$ cat config.mk
export PLATFORM = sky130hd
export DESIGN_NAME = led_page_scheduler
export DESIGN_NICKNAME = d
export VERILOG_FILES = /design/src/rtl/led_page_scheduler_pkg.sv /design/src/rtl/led_page_scheduler_btn_edge_sync.sv /design/src/rtl/led_page_scheduler.sv
export SDC_FILE = /design/constraint.sdc
export NUM_CORES = 1
export LEC_CHECK = 0
export ABC_AREA = 1
export CORE_ASPECT_RATIO = 1.1
export CORE_MARGIN = 2
export CORE_UTILIZATION = 45
export CTS_BUF_LIST = sky130_fd_sc_hd__clkbuf_8
export DETAILED_ROUTE_END_ITERATION = 7
export GPL_TIMING_DRIVEN = 0
export PLACE_DENSITY = 0.79
export SYNTH_ARGS = -nofsm -noshare
export SYNTH_HDL_FRONTEND = slang
export SYNTH_HIERARCHICAL = 1
export SYNTH_SLANG_ARGS = --single-unit
$ cat constraint.sdc
create_clock -name clk -period 1.55 [get_ports clk]
set_input_delay 0.465 -clock clk [delete_from_list [all_inputs] [get_ports clk]]
set_output_delay 0.465 -clock clk [all_outputs]
set_load 0.05 [all_outputs]
$ cat src/rtl/led_page_scheduler_pkg.sv
`default_nettype none
// ============================================================================
// Module  : led_page_scheduler_pkg
// Brief   : Mode/state encodings, page tag and page-advance helper shared by
//           the LED debug page scheduler.
// Revision: 1.0
// ============================================================================
package led_page_scheduler_pkg;

  localparam logic [1:0] LedModeManual = 2'b00;
  localparam logic [1:0] LedModeScan   = 2'b01;
  localparam logic [1:0] LedModeStep   = 2'b10;
  localparam logic [1:0] LedModeTrig   = 2'b11;

  localparam logic [2:0] LedStManual = 3'd0;
  localparam logic [2:0] LedStScan   = 3'd1;
  localparam logic [2:0] LedStStep   = 3'd2;
  localparam logic [2:0] LedStArmed  = 3'd3;
  localparam logic [2:0] LedStFrozen = 3'd4;

  localparam logic [7:0] LedPageTag = 8'hA5;

  // ARMED and FROZEN both belong to the trigger mode.
  function automatic logic [1:0] state_mode(input logic [2:0] st);
    logic [1:0] m;
    m = LedModeManual;
    case (st)
      LedStScan:   m = LedModeScan;
      LedStStep:   m = LedModeStep;
      LedStArmed:  m = LedModeTrig;
      LedStFrozen: m = LedModeTrig;
      default:     m = LedModeManual;
    endcase
    return m;
  endfunction

  function automatic logic [7:0] next_page(input logic [7:0] cur,
                                           input logic [7:0] first,
                                           input logic [7:0] last);
    return (cur == last) ? first : cur + 8'd1;
  endfunction

endpackage
`default_nettype wire

$ cat src/rtl/led_page_scheduler_btn_edge_sync.sv
`default_nettype none
// ============================================================================
// Module  : btn_edge_sync
// Brief   : 2-FF synchronizer plus registered rising-edge detect; emits a
//           1-cycle pulse 3 cycles after the asynchronous input rises.
// Revision: 1.0
// ============================================================================
module btn_edge_sync (
  input  logic clk,
  input  logic rst,
  input  logic i_btn,
  output logic o_pulse
);

  logic r_sync1;
  logic r_sync2;
  logic r_sync3;
  logic r_pulse;

  always_ff @(posedge clk) begin
    if (!rst) begin
      r_sync1 <= 1'b0;
      r_sync2 <= 1'b0;
      r_sync3 <= 1'b0;
      r_pulse <= 1'b0;
    end else begin
      r_sync1 <= i_btn;
      r_sync2 <= r_sync1;
      r_sync3 <= r_sync2;
      r_pulse <= r_sync2 & ~r_sync3;
    end
  end

  assign o_pulse = r_pulse;

endmodule
`default_nettype wire

$ cat src/rtl/led_page_scheduler.sv
`default_nettype none
// ============================================================================
// Module  : led_page_scheduler
// Brief   : Sequences the LED debug-page select (manual / auto-scan / step /
//           PC-breakpoint freeze) and registers the mux output onto the LEDs.
//           Optional page tag overlay enabled by `define LED_PAGE_TAG_EN.
// Revision: 1.0
// ============================================================================
module led_page_scheduler
  import led_page_scheduler_pkg::*;
#(
  parameter int          DWELL_CYCLES = 25_000_000,
  parameter int          CNT_W        = 25,
  parameter logic [7:0]  PAGE_FIRST   = 8'h00,
  parameter logic [7:0]  PAGE_LAST    = 8'h3F,
  parameter int          TAG_CYCLES   = 2_500_000
) (
  input  logic        clk,
  input  logic        rst,
  input  logic [15:0] sw,
  input  logic        step_btn,
  input  logic [15:0] pc_in,
  input  logic        pc_valid,
  input  logic [15:0] bp_addr,
  input  logic [15:0] led_in,
  output logic [7:0]  page_sel,
  output logic [15:0] led_out,
  output logic        scan_active,
  output logic        frozen
);

  generate
    if (TAG_CYCLES >= DWELL_CYCLES) begin : g_bad_tag
      $error("TAG_CYCLES must be smaller than DWELL_CYCLES");
    end
    if ((DWELL_CYCLES - 1) >= (2 ** CNT_W)) begin : g_bad_cnt
      $error("CNT_W too narrow for DWELL_CYCLES-1");
    end
  endgenerate

  localparam logic [CNT_W-1:0] c_DWELL_LAST = CNT_W'(DWELL_CYCLES - 1);

  logic [2:0]       r_state;
  logic [2:0]       w_state_nxt;
  logic [CNT_W-1:0] r_cnt;
  logic [7:0]       r_page;
  logic [15:0]      r_led;
  logic [15:0]      w_led_src;
  logic             w_step;
  logic             w_trig;
  logic             w_mode_chg;
  logic             w_dwell_end;
  logic             w_unused_sw;

  btn_edge_sync u_step_sync (
    .clk     (clk),
    .rst     (rst),
    .i_btn   (step_btn),
    .o_pulse (w_step)
  );

  assign w_mode_chg  = (sw[1:0] != state_mode(r_state));
  assign w_trig      = pc_valid && (pc_in == bp_addr);
  assign w_dwell_end = (r_cnt == c_DWELL_LAST);
  assign w_unused_sw = ^sw[7:2];

  always_ff @(posedge clk) begin
    if (!rst) begin
      r_state <= LedStManual;
    end else begin
      r_state <= w_state_nxt;
    end
  end

  // A mode switch wins over every other event in the same cycle.
  always_comb begin
    w_state_nxt = r_state;
    if (w_mode_chg) begin
      case (sw[1:0])
        LedModeScan: w_state_nxt = LedStScan;
        LedModeStep: w_state_nxt = LedStStep;
        LedModeTrig: w_state_nxt = LedStArmed;
        default:     w_state_nxt = LedStManual;
      endcase
    end else begin
      case (r_state)
        LedStArmed:  if (w_trig) w_state_nxt = LedStFrozen;
        LedStFrozen: if (w_step) w_state_nxt = LedStArmed;
        default:     w_state_nxt = r_state;
      endcase
    end
  end

  always_comb begin
    scan_active = (r_state == LedStScan) || (r_state == LedStStep);
    frozen      = (r_state == LedStFrozen);
  end

  always_ff @(posedge clk) begin
    if (!rst) begin
      r_cnt  <= '0;
      r_page <= 8'h00;
    end else if (w_mode_chg) begin
      r_cnt  <= '0;
      r_page <= ((sw[1:0] == LedModeScan) || (sw[1:0] == LedModeStep)) ? PAGE_FIRST : sw[15:8];
    end else begin
      case (r_state)
        LedStManual, LedStArmed: r_page <= sw[15:8];
        LedStScan: begin
          if (w_dwell_end) begin
            r_cnt  <= '0;
            r_page <= next_page(r_page, PAGE_FIRST, PAGE_LAST);
          end else begin
            r_cnt <= r_cnt + 1'b1;
          end
        end
        LedStStep: if (w_step) r_page <= next_page(r_page, PAGE_FIRST, PAGE_LAST);
        default: r_page <= r_page;
      endcase
    end
  end

`ifdef LED_PAGE_TAG_EN
  localparam logic [CNT_W-1:0] c_TAG_LEN = CNT_W'(TAG_CYCLES);

  logic [CNT_W-1:0] r_tag_cnt;
  logic             w_tag_on;

  // Step mode has no dwell count, so a separate countdown times its tag.
  always_ff @(posedge clk) begin
    if (!rst) begin
      r_tag_cnt <= '0;
    end else if ((w_mode_chg && (sw[1:0] == LedModeStep)) ||
                 (!w_mode_chg && (r_state == LedStStep) && w_step)) begin
      r_tag_cnt <= c_TAG_LEN;
    end else if (r_tag_cnt != '0) begin
      r_tag_cnt <= r_tag_cnt - 1'b1;
    end
  end

  assign w_tag_on  = ((r_state == LedStScan) && (r_cnt < c_TAG_LEN)) ||
                     ((r_state == LedStStep) && (r_tag_cnt != '0));
  assign w_led_src = w_tag_on ? {LedPageTag, r_page} : led_in;
`else
  assign w_led_src = led_in;
`endif

  always_ff @(posedge clk) begin
    if (!rst) begin
      r_led <= 16'h0000;
    end else if (r_state != LedStFrozen) begin
      r_led <= w_led_src;
    end
  end

  assign page_sel = r_page;
  assign led_out  = r_led;

endmodule
`default_nettype wire

After elaboration in Yosys (flattened, before gate mapping)
Index checks and enable logic that the tools add are counted.
{"block": "totals", "reg_bits": 56, "memories": 0, "mem_bits_rw": 0, "romBits": 0, "latchBits": 0, "output_inout_bits": 26}
{"block": "op_classes", "reduce_logical": 11, "multipliers": 0, "bitwise": 3, "n_mux": 13, "div": 0, "n_addsub": 2, "eq_ne": 16, "shift": 0, "magnitude_cmp": 0}
{"operator": "$mux W8", "n": 5}
{"operator": "$add A25 B1 Y25 const B", "n": 1}
{"operator": "$eq A25 B25 Y1 const B", "n": 1}
{"operator": "$mux W25", "n": 1}
{"operator": "$pmux W8 S3", "n": 1}
{"operator": "$eq A16 B16 Y1", "n": 1}
{"operator": "$pmux W2 S3", "n": 2}
{"operator": "$mux W3", "n": 3}
{"operator": "$ne A3 B3 Y1 const B", "n": 3}
{"operator": "$add A8 B1 Y8 const B", "n": 1}
{"operator": "$eq A8 B6 Y1 const B", "n": 1}
{"operator": "$eq A3 B2 Y1 const B", "n": 2}
{"operator": "$pmux W3 S2", "n": 1}
{"operator": "$reduce_and A3 Y1", "n": 2}
{"operator": "$reduce_or A2 Y1", "n": 3}
{"operator": "$eq A2 B2 Y1 const B", "n": 2}
{"operator": "$reduce_bool A4 Y1", "n": 1}
{"operator": "$eq A3 B1 Y1 const B", "n": 1}
{"operator": "$eq A3 B3 Y1 const B", "n": 1}
{"operator": "$logic_not A3 Y1", "n": 1}
{"operator": "$ne A3 B1 Y1 const B", "n": 1}
{"operator": "$ne A3 B2 Y1 const B", "n": 1}
{"operator": "$reduce_bool A3 Y1", "n": 1}
{"operator": "$eq A2 B1 Y1 const B", "n": 1}
{"operator": "other kinds (5)", "n": 7}

Depth between registers and ports, before layout
Gate-level depths: netlist of the first run.
{"block": "logic_depth", "word_depth": 6, "ltp_mapped": 12, "depth_no_buf": 12}

Modules after synthesis
The synthesis of the first run kept the hierarchy.
{"mod": "led_page_scheduler", "n_inst": 1, "cells_each": 490, "seq_area_each_um2": 1041.0, "area_per_inst_um2": 3176.8}
{"mod": "btn_edge_sync", "n_inst": 1, "cells_each": 11, "seq_area_each_um2": 80.1, "area_per_inst_um2": 108.9}

Least setup slack after synthesis of the first run
No wires, ideal clock.
{"block": "synth_timing", "path_type": "register to register", "from": "register r_page[0] (netlist: page_sel[0])", "to": "register r_page[6] (netlist: page_sel[6])", "synth_period_minus_slack_ns": 1.814, "t_required_ns": 1.426, "path_buffers": 0, "path_stages_with_launch": 11, "arrival_time_ns": 1.690, "setup_time_ns": 0.124, "path_slack_ns": -0.264, "path_cell_list": "dfxtp_1 -> ha_1 -> nand2_1 -> nor2_1 -> nand3_1 -> nand2_1 -> nand2_1 -> o21ai_0 -> nand2_1 -> nand2_1 -> a21oi_1"}
{"block": "synth_between", "elab_chain_cells": 5, "elab_cells_between_ends": 7, "classes_between": "add/sub: 1; eq/ne: 1; mux: 5"}
{"element": "from (decl)", "line_no": "led_page_scheduler.sv:46", "text": "logic [7:0] r_page;"}
{"element": "from (signal assigned)", "line_no": "led_page_scheduler.sv:105", "text": "r_page <= ((sw[1:0] == LedModeScan) || (sw[1:0] == LedModeStep)) ? PAGE_FIRST : sw[15:8];"}
{"element": "from (signal assigned)", "line_no": "led_page_scheduler.sv:108", "text": "LedStManual, LedStArmed: r_page <= sw[15:8];"}
{"element": "from (signal assigned)", "line_no": "led_page_scheduler.sv:112", "text": "r_page <= next_page(r_page, PAGE_FIRST, PAGE_LAST);"}
{"element": "$add A8 B1 Y8 or $eq A8 B6 Y1 (tied branches)", "line_no": "led_page_scheduler_pkg.sv:40", "text": "return (cur == last) ? first : cur + 8'd1;"}
{"element": "$mux W8 (*)", "line_no": "led_page_scheduler_pkg.sv:40"}
{"element": "$mux W8 (on tied branches)", "line_no": "led_page_scheduler.sv:117, led_page_scheduler.sv:110"}
{"element": "$pmux W8 S3 (*)", "line_no": "led_page_scheduler.sv:107", "text": "case (r_state)"}
{"element": "$mux W8 (*)", "line_no": "led_page_scheduler.sv:103", "text": "end else if (w_mode_chg) begin"}
Mark *: on every way between the ends. The rest lies on a longest branch, timed or not. The select of a mux whose other input is x is not followed.
A chain may end at the register's enable or synchronous reset.

Final worst setup path of the first run
{"block": "layout_timing", "from": "register r_state[1]", "to": "register r_state[0]"}
{"block": "layout_between", "elab_chain_cells": 6, "elab_cells_between_ends": 13, "classes_between": "eq/ne: 7; mux: 3; reduce/logical: 3"}
{"element": "from (decl)", "line_no": "led_page_scheduler.sv:43", "text": "logic [2:0] r_state;"}
{"element": "from (signal assigned)", "line_no": "led_page_scheduler.sv:69", "text": "r_state <= LedStManual;"}
{"element": "from (signal assigned)", "line_no": "led_page_scheduler.sv:71", "text": "r_state <= w_state_nxt;"}
{"element": "$eq A3 B3 Y1 or $eq A3 B2 Y1 (tied branches)", "line_no": "led_page_scheduler_pkg.sv:27, led_page_scheduler.sv:86"}
{"element": "$reduce_or A2 Y1 (no line)"}
{"element": "$pmux W2 S3", "line_no": "led_page_scheduler_pkg.sv:27", "text": "case (st)"}
{"element": "$ne A2 B2 Y1", "line_no": "led_page_scheduler.sv:62", "text": "assign w_mode_chg = (sw[1:0] != state_mode(r_state));"}
{"element": "$ne A3 B3 Y1 (no line) (tied with other cells)"}
{"element": "$reduce_and A3 Y1 (no line)"}
Parallel ways exist; a longest one is shown, timed or not.

==> results of run 1 <==
[routing by layer]
| metal | routed length, µm | part of all wire (%) |
|---|---|---|
| met1 | 4050 | 38 |
| met2 | 5640 | 54 |
| met5 | 0 | 0 |
| met3 | 410 | 3.9 |
| met4 | 442 | 4.2 |
[cell usage after synthesis (4+ instances only)]
| cell type | number | area [µm²] |
|---|---|---|
| a211oi_1 | 4 | 30.0 |
| a21oi_1 | 20 | 100 |
| dfxtp_1 | 56 | 1120 |
| ha_1 | 6 | 75.1 |
| inv_1 | 69 | 259 |
| nand2_1 | 118 | 443 |
| nand2_2 | 5 | 31.3 |
| nand2_4 | 4 | 45.0 |
| nand3_1 | 23 | 115 |
| nand4_1 | 10 | 62.6 |
| nor2_1 | 86 | 323 |
| nor2_4 | 5 | 56.3 |
| nor3_1 | 8 | 40.0 |
| nor3_2 | 4 | 40.0 |
| o21ai_0 | 36 | 180 |
| xnor2_1 | 4 | 35.0 |
| xor2_1 | 9 | 78.8 |
[final timing paths]
path              cells past startpoint             endpoint  slack (ns)
hold reg to reg                       1  u_step_sync/o_pulse        0.40
setup / recovery                     12           r_state[0]       -0.18
hold / removal                        1  u_step_sync/o_pulse        0.40
setup reg to reg                     12           r_state[0]       -0.18
[power groups by stage]
stage	Clock, mW	Sequential (mW)	Combinational [mW]
final	0.785	1.72	2.39
after global routing	0.842	1.74	2.54
after global placement	0	1.71	1.78
after detailed placement	0	1.72	1.81
after floorplan	0	2.04	0.891
after CTS	0.792	1.70	2.08
[cell families after synthesis]
kind of cell	Yosys count	share of synthesized area, %
fa+ha+maj	6	2.28
buf+inv	82	10.2
simple gates	279	39.4
xor+xnor	13	3.47
compound gates	65	10.5
flops	56	34.1
[critical path, cell delays in order, from the launching register on]
cell     delay (ns)
dfxtp_4        0.38
nor2_4         0.12
nand2_2        0.08
buf_6          0.14
buf_8          0.11
nand3_2        0.05
nand2_2        0.07
nand2_4        0.15
inv_4          0.05
buf_8          0.14
buf_6          0.13
a21oi_2        0.16
nor2_1         0.05
[cell type report]
| type | instances | area, µm² | area share, % |
|---|---|---|---|
| buffer | 6 | 57.6 | 1.12 |
| clock buffer | 5 | 68.8 | 1.35 |
| clock inverter | 3 | 16.3 | 0.318 |
| inverter | 74 | 308 | 6.02 |
| multi-input combinational | 363 | 2140 | 41.9 |
| sequential | 56 | 1160 | 22.6 |
| tap | 85 | 106 | 2.08 |
| timing repair buffer | 135 | 1260 | 24.7 |
[state kept, by name, summed over array words and instances (netlist names)]
signal               flops
led_out                 16
u_step_sync/o_pulse      1
r_state                  3
u_step_sync/r_sync1      1
u_step_sync/r_sync3      1
r_cnt                   25
u_step_sync/r_sync2      1
page_sel                 8
[repair_timing]
item | in CTS | in global routing
pin swaps | 17 | 25
endpoints found under the setup margin | 70 | 50
setup buffers | 32 | 15
resized for setup | 177 | 94
gates cloned | 1 | 1
[per-stage QoR]
step	utilization [%]	hold slack (ns)	cell area (µm²)	setup TNS, ns	power, mW
3_5_place_dp	60.8	0.391	4290	-29.15	3.52
2_1_floorplan	-	0.384	3310	0	2.93
6_report	72.6	0.404	5120	-4.38	4.89
5_1_grt	72.6	0.422	5120	-7.65	5.12
4_1_cts	68.0	0.406	4790	-1.85	4.57
3_3_place_gp	60.8	0.389	4290	-28.57	3.50
==> flow_summary.toml, run 1 <==
[timing]
final-hold-violation-count = 0
setup_ws_ns = -0.181
fmax_mhz = 578
finalCritPeriodShare_pct = 112
fin_skew_ns = 0.0144
grt_setup_unrepaired = "true"
maxSlewViolCount = 0
fin_crit_ns = 1.73
tightestPinTransition_ns = 0.429
finalSetupViolCount = 35
slew_headroom_pct = 71.4

[power_and_ir_drop]
peakVddDrop_mv = 0.756
power_frac_comb_pct = 48.8
p_switching_mw = 2.06
p_seq_share_pct = 35.2
pwr-share-clk_pct = 16.0
p_sw_share_pct = 42.0
p_leak_nw = 2.22
p_per_area_nw_per_um2 = 956
internal_power_mw = 2.84

[drt]
vias = 3755
wire_per_inst_um = 14.5
avgViaCountPerCell = 5.17
drt_wl_total_um = 10500
antenna_left = 0
drt-initial-drc-count = 193
route.detailed.drc = 0
firstDrtPassIters = 5

[layout]
drive_above_1_share_pct = 31.5
antennaDiodeCount = 0
num-nets-final = 715
fin_cells = 727
layout_common_cells = "nand2_1 (102), nor2_1 (73), inv_1 (62)"
fillers = 551
final_common_cell = "nand2_1"
syn_to_final_growth_pct = 55.7

[global_routing]
met2_usage_pct = 45.3
top_usage_layer = "met2"
grt_util_met3_pct = 3.27
grt_usage_pct = 23.9
grt_max_degree = 17
grt_pass1_wl_um = 15700
gr-usage-met1_pct = 26.6
grt_pass1_vias = 3549
grt-ovfl-total = 0
antenna_found_initial = 0

[place]
post-place-ws_ns = -0.833
port_buffers = 87
placedCellCount = 673
place_congestion = 0.908
dpl.hpwl_um = 6330

[clock_network]
path_clk_slew_ns = 0.09
clk_latency_ns = 0.32
cts_tree = "done"
ctsHoldBuffers = 0
root_buffer = "clkbuf_8"
clkSinkCount = 56
cts_buffers = 5
htree_num_levels = 2
cts.path.max_buffers = 2

[setup_path]
rr_startpoint = "r_state[1]"
arrival_ns = 1.94
required_ns = 1.76
worstSetupEndpointType = "register"
crit_type = "register to register"
path_max_fanout = 6
critPathLaunchType = "register"
critPathLaunch = "r_state[1]"

[logic_synthesis]
synth_seq_cells = 56
async_flop_share_pct = 0
synth_fp_nets = 575
synth_edf_count = 0
ys_types = 36
synth_area_per_cell_um2 = 6.56
netlist_instances = 501
synthesis.area_um2 = 3290
synth.yosys.seq_area_share_pct = 34.1
ys_warn_count = 6
ys.flop_type = "dfxtp_1"

[run_status]
status = "finished, violations left"
violations = "setup timing"

[die]
initial_core_util_pct = 46.6
pin_count = 94
die_x_um = 85.5
num_rows = 32
die_y_um = 93.6
dieArea_um2 = 8000
design.core.area_um2 = 7050

[min_path]
holdCritStartpoint = "u_step_sync/r_sync3"
hold_path.class = "register to register"

[job]
maxCapViolCount = 0
Note: power is estimated with default switching activity, not from simulation.
==> run 2, diff against run 1 <==
ABC_AREA = not set   (was 1)
CORE_UTILIZATION = 43   (was 45)
==> run 2 against run 1 <==
Net effect:
- the run still ends with setup timing left
- fmax fell by 20%
- count of clock-buffer cells in the layout did not move
- critical path depth fell by 5
- utilization fell by 4.0 points
- critical path type unchanged
- critical endpoint is now r_cnt[4]
- largest cell class unchanged
==> flow_summary.toml, run 2 <==
[clock_network]
clkSinkCount = 56
root_buffer = "clkbuf_8"
cts_tree = "done"
ctsHoldBuffers = 0
path_clk_slew_ns = 0.11
clk_latency_ns = 0.32
cts.path.max_buffers = 2
cts_buffers = 5
htree_num_levels = 2

[setup_path]
critical_path.most_common_cell = "buf_6"
path_max_fanout = 6
crit_path_max_incr_delay_ns = 0.57
required_ns = 1.77
worstSetupEndpointType = "register"
critPathLaunchType = "register"
cp.buffers_inverters = 2
crit_type = "register to register"
path_cells = "nand3_2 > or3_4 > or4_4 > buf_6 > o211ai_4 > buf_6 > nor2_1"
crit_family = "simple AND/OR/NAND/NOR gates"
cpMaxStageDelayCell = "or4_4"
arrival_ns = 2.37

[place]
placedCellCount = 509
port_buffers = 87
place_area_um2 = 3930
dpl.hpwl_um = 4890
place_congestion = 0.757

[logic_synthesis]
ys_types = 46
netlist_instances = 340
yosysMostFrequentCell = "dfxtp_1"
synth_fp_nets = 414
synth_common_cells = "dfxtp_1 (56), nand2_1 (53), nor2_1 (28), xor2_1 (23), xnor2_1 (17)"
synth_seq_cells = 56
synth_area_per_cell_um2 = 8.44
ys.flop_type = "dfxtp_1"
ys_warn_count = 6
synth_area_leader_cell = "dfxtp_1"
synthTopCellsByArea = "dfxtp_1 (39%), xor2_1 (7.0%), nand2_1 (6.9%)"
synth.yosys.seq_area_share_pct = 39.1
async_flop_share_pct = 0
synthesis.area_um2 = 2870
yosysTopAreaCellShare_pct = 39.1
synth_edf_count = 0

[timing]
finalSetupViolCount = 38
fin_crit_ns = 2.15
tightestPinTransition_ns = 0.612
maxSlewViolCount = 0
slew_headroom_pct = 59.0
finalCritPeriodShare_pct = 139
setup_ws_ns = -0.603
final-hold-violation-count = 0
fmax_mhz = 464
fin_skew_ns = 0.00915
grt_setup_unrepaired = "true"
fin_hold_ws_ns = 0.455

[global_routing]
grt_usage_pct = 19.4
antenna_found_initial = 0
grt_pass1_wl_um = 11400
grt_pass1_vias = 2617
grt-ovfl-total = 0
grt_max_degree = 20

[drt]
drt_wl_total_um = 7590
drt-initial-drc-count = 108
avgViaCountPerCell = 5.14
wire_per_inst_um = 14.0
firstDrtPassIters = 4
antenna_left = 0
route.detailed.drc = 0
vias = 2782

[layout]
fin_cells = 541
top_register = "r_cnt"
layout_common_cells = "nand2_1 (50), dfxtp_1 (41), clkdlybuf4s50_1 (28)"
antennaDiodeCount = 0
largest_reg_flops = 25
final_common_cell = "nand2_1"
multiInputGateArea_um2 = 1910
fin_area_um2 = 4470
num-nets-final = 532
syn_to_final_growth_pct = 55.8
seq_area_um2 = 1150
drive_above_1_share_pct = 34.2
fillers = 524

[die]
initial_core_util_pct = 44.0
die_x_um = 81.9
pin_count = 94
design.core.area_um2 = 6520
num_rows = 31
dieArea_um2 = 7340
die_y_um = 89.7

[job]
maxCapViolCount = 0

[min_path]
hold_path.class = "register to register"

[power_and_ir_drop]
peakVddDrop_mv = 0.562
p_leak_nw = 1.77
p_per_area_nw_per_um2 = 773
p_total_mw = 3.45

[run_status]
status = "finished, violations left"
violations = "setup timing"
run 2: area by class of cell:
| class | instances | area share (%) |
|---|---|---|
| buffer | 10 | 2.13 |
| timing repair buffer | 115 | 23.9 |
| inverter | 14 | 1.18 |
| sequential | 56 | 25.7 |
| tap | 82 | 2.30 |
| clock buffer | 5 | 1.54 |
| multi-input combinational | 256 | 42.6 |
| clock inverter | 3 | 0.616 |
run 2: path summary, 6_finish.rpt:
kind                                     startpoint                   to  slack, ns  cells after the start
worst max-delay path                      r_cnt[18]             r_cnt[4]      -0.60                      7
worst min-delay path            u_step_sync/r_sync1  u_step_sync/r_sync2       0.46                      1
worst max register to register            r_cnt[18]             r_cnt[4]      -0.60                      7
worst min register to register  u_step_sync/r_sync1  u_step_sync/r_sync2       0.46                      1
run 2: what timing repair did:
item,in CTS,in global routing
setup endpoints to repair,71,48
gates resized for setup,179,80
pin swaps,25,35
gates cloned,1,1
setup buffers,15,11
run 2: worst register-to-register path: cells and delay by family (launching register included):
family / cells / cell delay (ns)
compound gates: 1 / 0.32
simple gates: 4 / 1.04
buf+inv: 2 / 0.33
flops: 1 / 0.36
run 2: cell families (layout without fill, tap and decap cells):
kind of cell    after synthesis  after routing  share of synthesized area (%)
compound gates               59             59                           14.3
xor+xnor                     40             40                           12.2
fa+ha+maj                     6              6                           2.62
buf+inv                      28            147                           4.06
flops                        56             56                           39.1
mux                           8              8                           2.83
simple gates                143            143                           24.9
run 2: power breakdown:
part	internal, mW	switching [mW]
Clock	0.333	0.516
Sequential	1.50	0.0763
Combinational	0.498	0.535
run 2: metal layers:
metal	vias up	wire length (µm)	global-route usage [%]
met5	-	0	0
met4	0	88	5.30
met3	9	345	3.40
met2	62	3880	33.6
met1	1306	3280	24.8
li1	1405	-	-
run 2: per-stage QoR:
stage               worst slack, ns  setup TNS, ns  utilization (%)
floorplan                    -0.534         -12.33                -
global placement              -1.12         -35.26             60.3
detailed placement            -1.16         -36.86             60.3
CTS                          -0.616         -19.71             64.1
global route                 -0.693         -22.51             68.6
finish                       -0.603         -19.39             68.6
==> run 3, diff against run 2 <==
--- a/config.mk
+++ b/config.mk
@@ -13,4 +13,5 @@
 export GPL_TIMING_DRIVEN = 0
 export PLACE_DENSITY = 0.79
+export SETUP_SLACK_MARGIN = 0.3
 export SYNTH_ARGS = -nofsm -noshare
 export SYNTH_HDL_FRONTEND = slang
==> constraint.sdc (replaced) <==
create_clock -name clk -period 1.55 [get_ports clk]
set_input_delay 0.31 -clock clk [delete_from_list [all_inputs] [get_ports clk]]
set_output_delay 0.31 -clock clk [all_outputs]
set_load 0.05 [all_outputs]
==> run 3 against run 2 <==
Net effect:
- the flow still finishes with violations (setup timing)
- combinational power is 8% higher
- clock skew up 0.0043 ns
- register-to-register slack got worse by 0.05 ns
- worst setup slack got worse by 0.054 ns
- final area increased by 5.5%
- routed wire length is 13% higher
- critical endpoint is now page_sel[7]
==> flow_summary.toml, run 3 (synthesized netlist as in run 2, its figures left out) <==
[run_status]
status = "finished, violations left"
violations = "setup timing"

[layout]
drive_above_1_share_pct = 36.6
final_common_cell = "clkdlybuf4s50_1"
fillers = 470
num-nets-final = 543
largest_reg_flops = 25
multiInputGateArea_um2 = 1930
syn_to_final_growth_pct = 64.3
fin_cells = 552
layout_common_cells = "clkdlybuf4s50_1 (44), dfxtp_1 (39), nand2_1 (34)"
antennaDiodeCount = 0
seq_area_um2 = 1150
top_register = "r_cnt"

[global_routing]
top_usage_layer = "met2"
grt_pass1_vias = 2800
gr-usage-met1_pct = 25.6
grt_util_met3_pct = 4.10
grt-ovfl-total = 0
antenna_found_initial = 0
grt_max_degree = 19
met2_usage_pct = 39.8
grt_usage_pct = 22.1
grt_pass1_wl_um = 12700

[timing]
setup_ws_ns = -0.657
finalSetupViolCount = 38
grt_setup_unrepaired = "true"
tightestPinTransition_ns = 0.666
fin_crit_ns = 2.21
maxSlewViolCount = 0
slew_headroom_pct = 55.4
finalCritPeriodShare_pct = 142
fin_skew_ns = 0.0134
fmax_mhz = 453
setup_tns_ns = -21.74
final-hold-violation-count = 0

[clock_network]
cts_buffers = 5
clk_latency_ns = 0.32
htree_num_levels = 2
root_buffer = "clkbuf_8"
ctsHoldBuffers = 0
path_clk_slew_ns = 0.11
clkSinkCount = 56
cts.path.max_buffers = 2
cts_tree = "done"

[place]
post-place-ws_ns = -1.03
port_buffers = 87
place_congestion = 0.771
placedCellCount = 509
dpl.hpwl_um = 5180

[die]
num_rows = 31
die_y_um = 89.7
die_x_um = 81.9
initial_core_util_pct = 44.0
pin_count = 94
dieArea_um2 = 7340
design.core.area_um2 = 6520

[setup_path]
crit_path_max_incr_delay_ns = 0.56
reg2reg_to = "page_sel[7]"
worstSetupEndpointType = "register"
critPathLaunchType = "register"
required_ns = 1.76
r2r_cells = 8
path_max_fanout = 8
crit_type = "register to register"
arrival_ns = 2.41
reg2reg_slack_ns = -0.66
path_cells = "nand3_2 > or3_4 > or4_4 > buf_6 > a31oi_4 > buf_12 > mux2i_4 > o21ai_2"
rr_startpoint = "r_cnt[20]"
cpMaxStageDelayCell = "or4_4"

[power_and_ir_drop]
p_per_area_nw_per_um2 = 742
p_leak_nw = 1.87
p_total_mw = 3.50
peakVddDrop_mv = 0.474

[drt]
drt-initial-drc-count = 78
vias = 2912
avgViaCountPerCell = 5.28
wire_per_inst_um = 15.6
firstDrtPassIters = 4
antenna_left = 0
drt_wl_total_um = 8610
route.detailed.drc = 0

[min_path]
holdPathStages = 2
min_to = "led_out[11]"
holdCritStartpoint = "led_out[11]"
hold_path.class = "register to register"

[job]
maxCapViolCount = 0
[run 3: cell count changes in the layout (fill, tap and decap cells not counted), moves of 6 or more]
cell	delta
a21boi_2	+7
buf_4	+6
nand2_1	-16
dlygate4sd2_1	+11
buf_2	-13
clkdlybuf4s15_2	-12
clkdlybuf4s50_1	+16
a21boi_0	-16
buf_6	+16
a21boi_1	+9
clkdlybuf4s15_1	-7
nand2_2	+12
dlymetal6s2s_1	-9
[run 3: worst max path at each step]
stage | start | depth (start not counted) | to | slack [ns]
after floorplan | r_cnt[19] | 7 | page_sel[2] | -0.53
after global placement | sw[0] | 7 | page_sel[4] | -0.97
after detailed placement | sw[0] | 7 | page_sel[6] | -1.03
after CTS | r_cnt[20] | 8 | page_sel[1] | -0.61
after global routing | r_cnt[20] | 8 | page_sel[6] | -0.72
final | r_cnt[20] | 8 | page_sel[7] | -0.66
[run 3: layout make-up]
class | count | area share, %
timing repair buffer | 122 | 25.2
clock buffer | 5 | 1.46
sequential | 56 | 24.3
inverter | 14 | 1.17
multi-input combinational | 256 | 41.0
clock inverter | 3 | 0.451
tap | 82 | 2.18
buffer | 14 | 4.22
[run 3: repair_timing]
action / CTS / global route
endpoints found under the hold margin: 0 / 0
pin swaps: 18 / 13
buffers inserted: 24 / 10
gates resized for setup: 244 / 74
endpoints found under the setup margin: 78 / 73
gates cloned: 1 / 0
[run 3: metrics by stage]
stage / instance area, µm² / hold WS [ns] / utilization, %
final: 4710 / 0.459 / 72.4
after global routing: 4710 / 0.479 / 72.4
after CTS: 4420 / 0.454 / 67.8
after detailed placement: 3950 / 0.431 / 60.7
after global placement: 3950 / 0.431 / 60.7
after floorplan: 2980 / 0.420 / -
[run 3: per-layer routing]
| layer | share of wire (%) | wire length, µm |
|---|---|---|
| met5 | 0 | 0 |
| met4 | 2.8 | 241 |
| met3 | 5.0 | 428 |
| met2 | 52 | 4510 |
| met1 | 40 | 3430 |
[run 3: where the power goes]
group	internal, mW	switching (mW)
clock	0.322	0.502
sequential	1.50	0.0698
combinational	0.547	0.558
total	2.37	1.13
[run 3: critical path: cells and delay by family (launching register included)]
kind                   cells  cell delay, ns
and+or+nand+nor            3            0.99
buffers and inverters      2            0.31
muxes                      1            0.23
DFF                        1            0.36
AOI/OAI and AO/OA          2            0.21
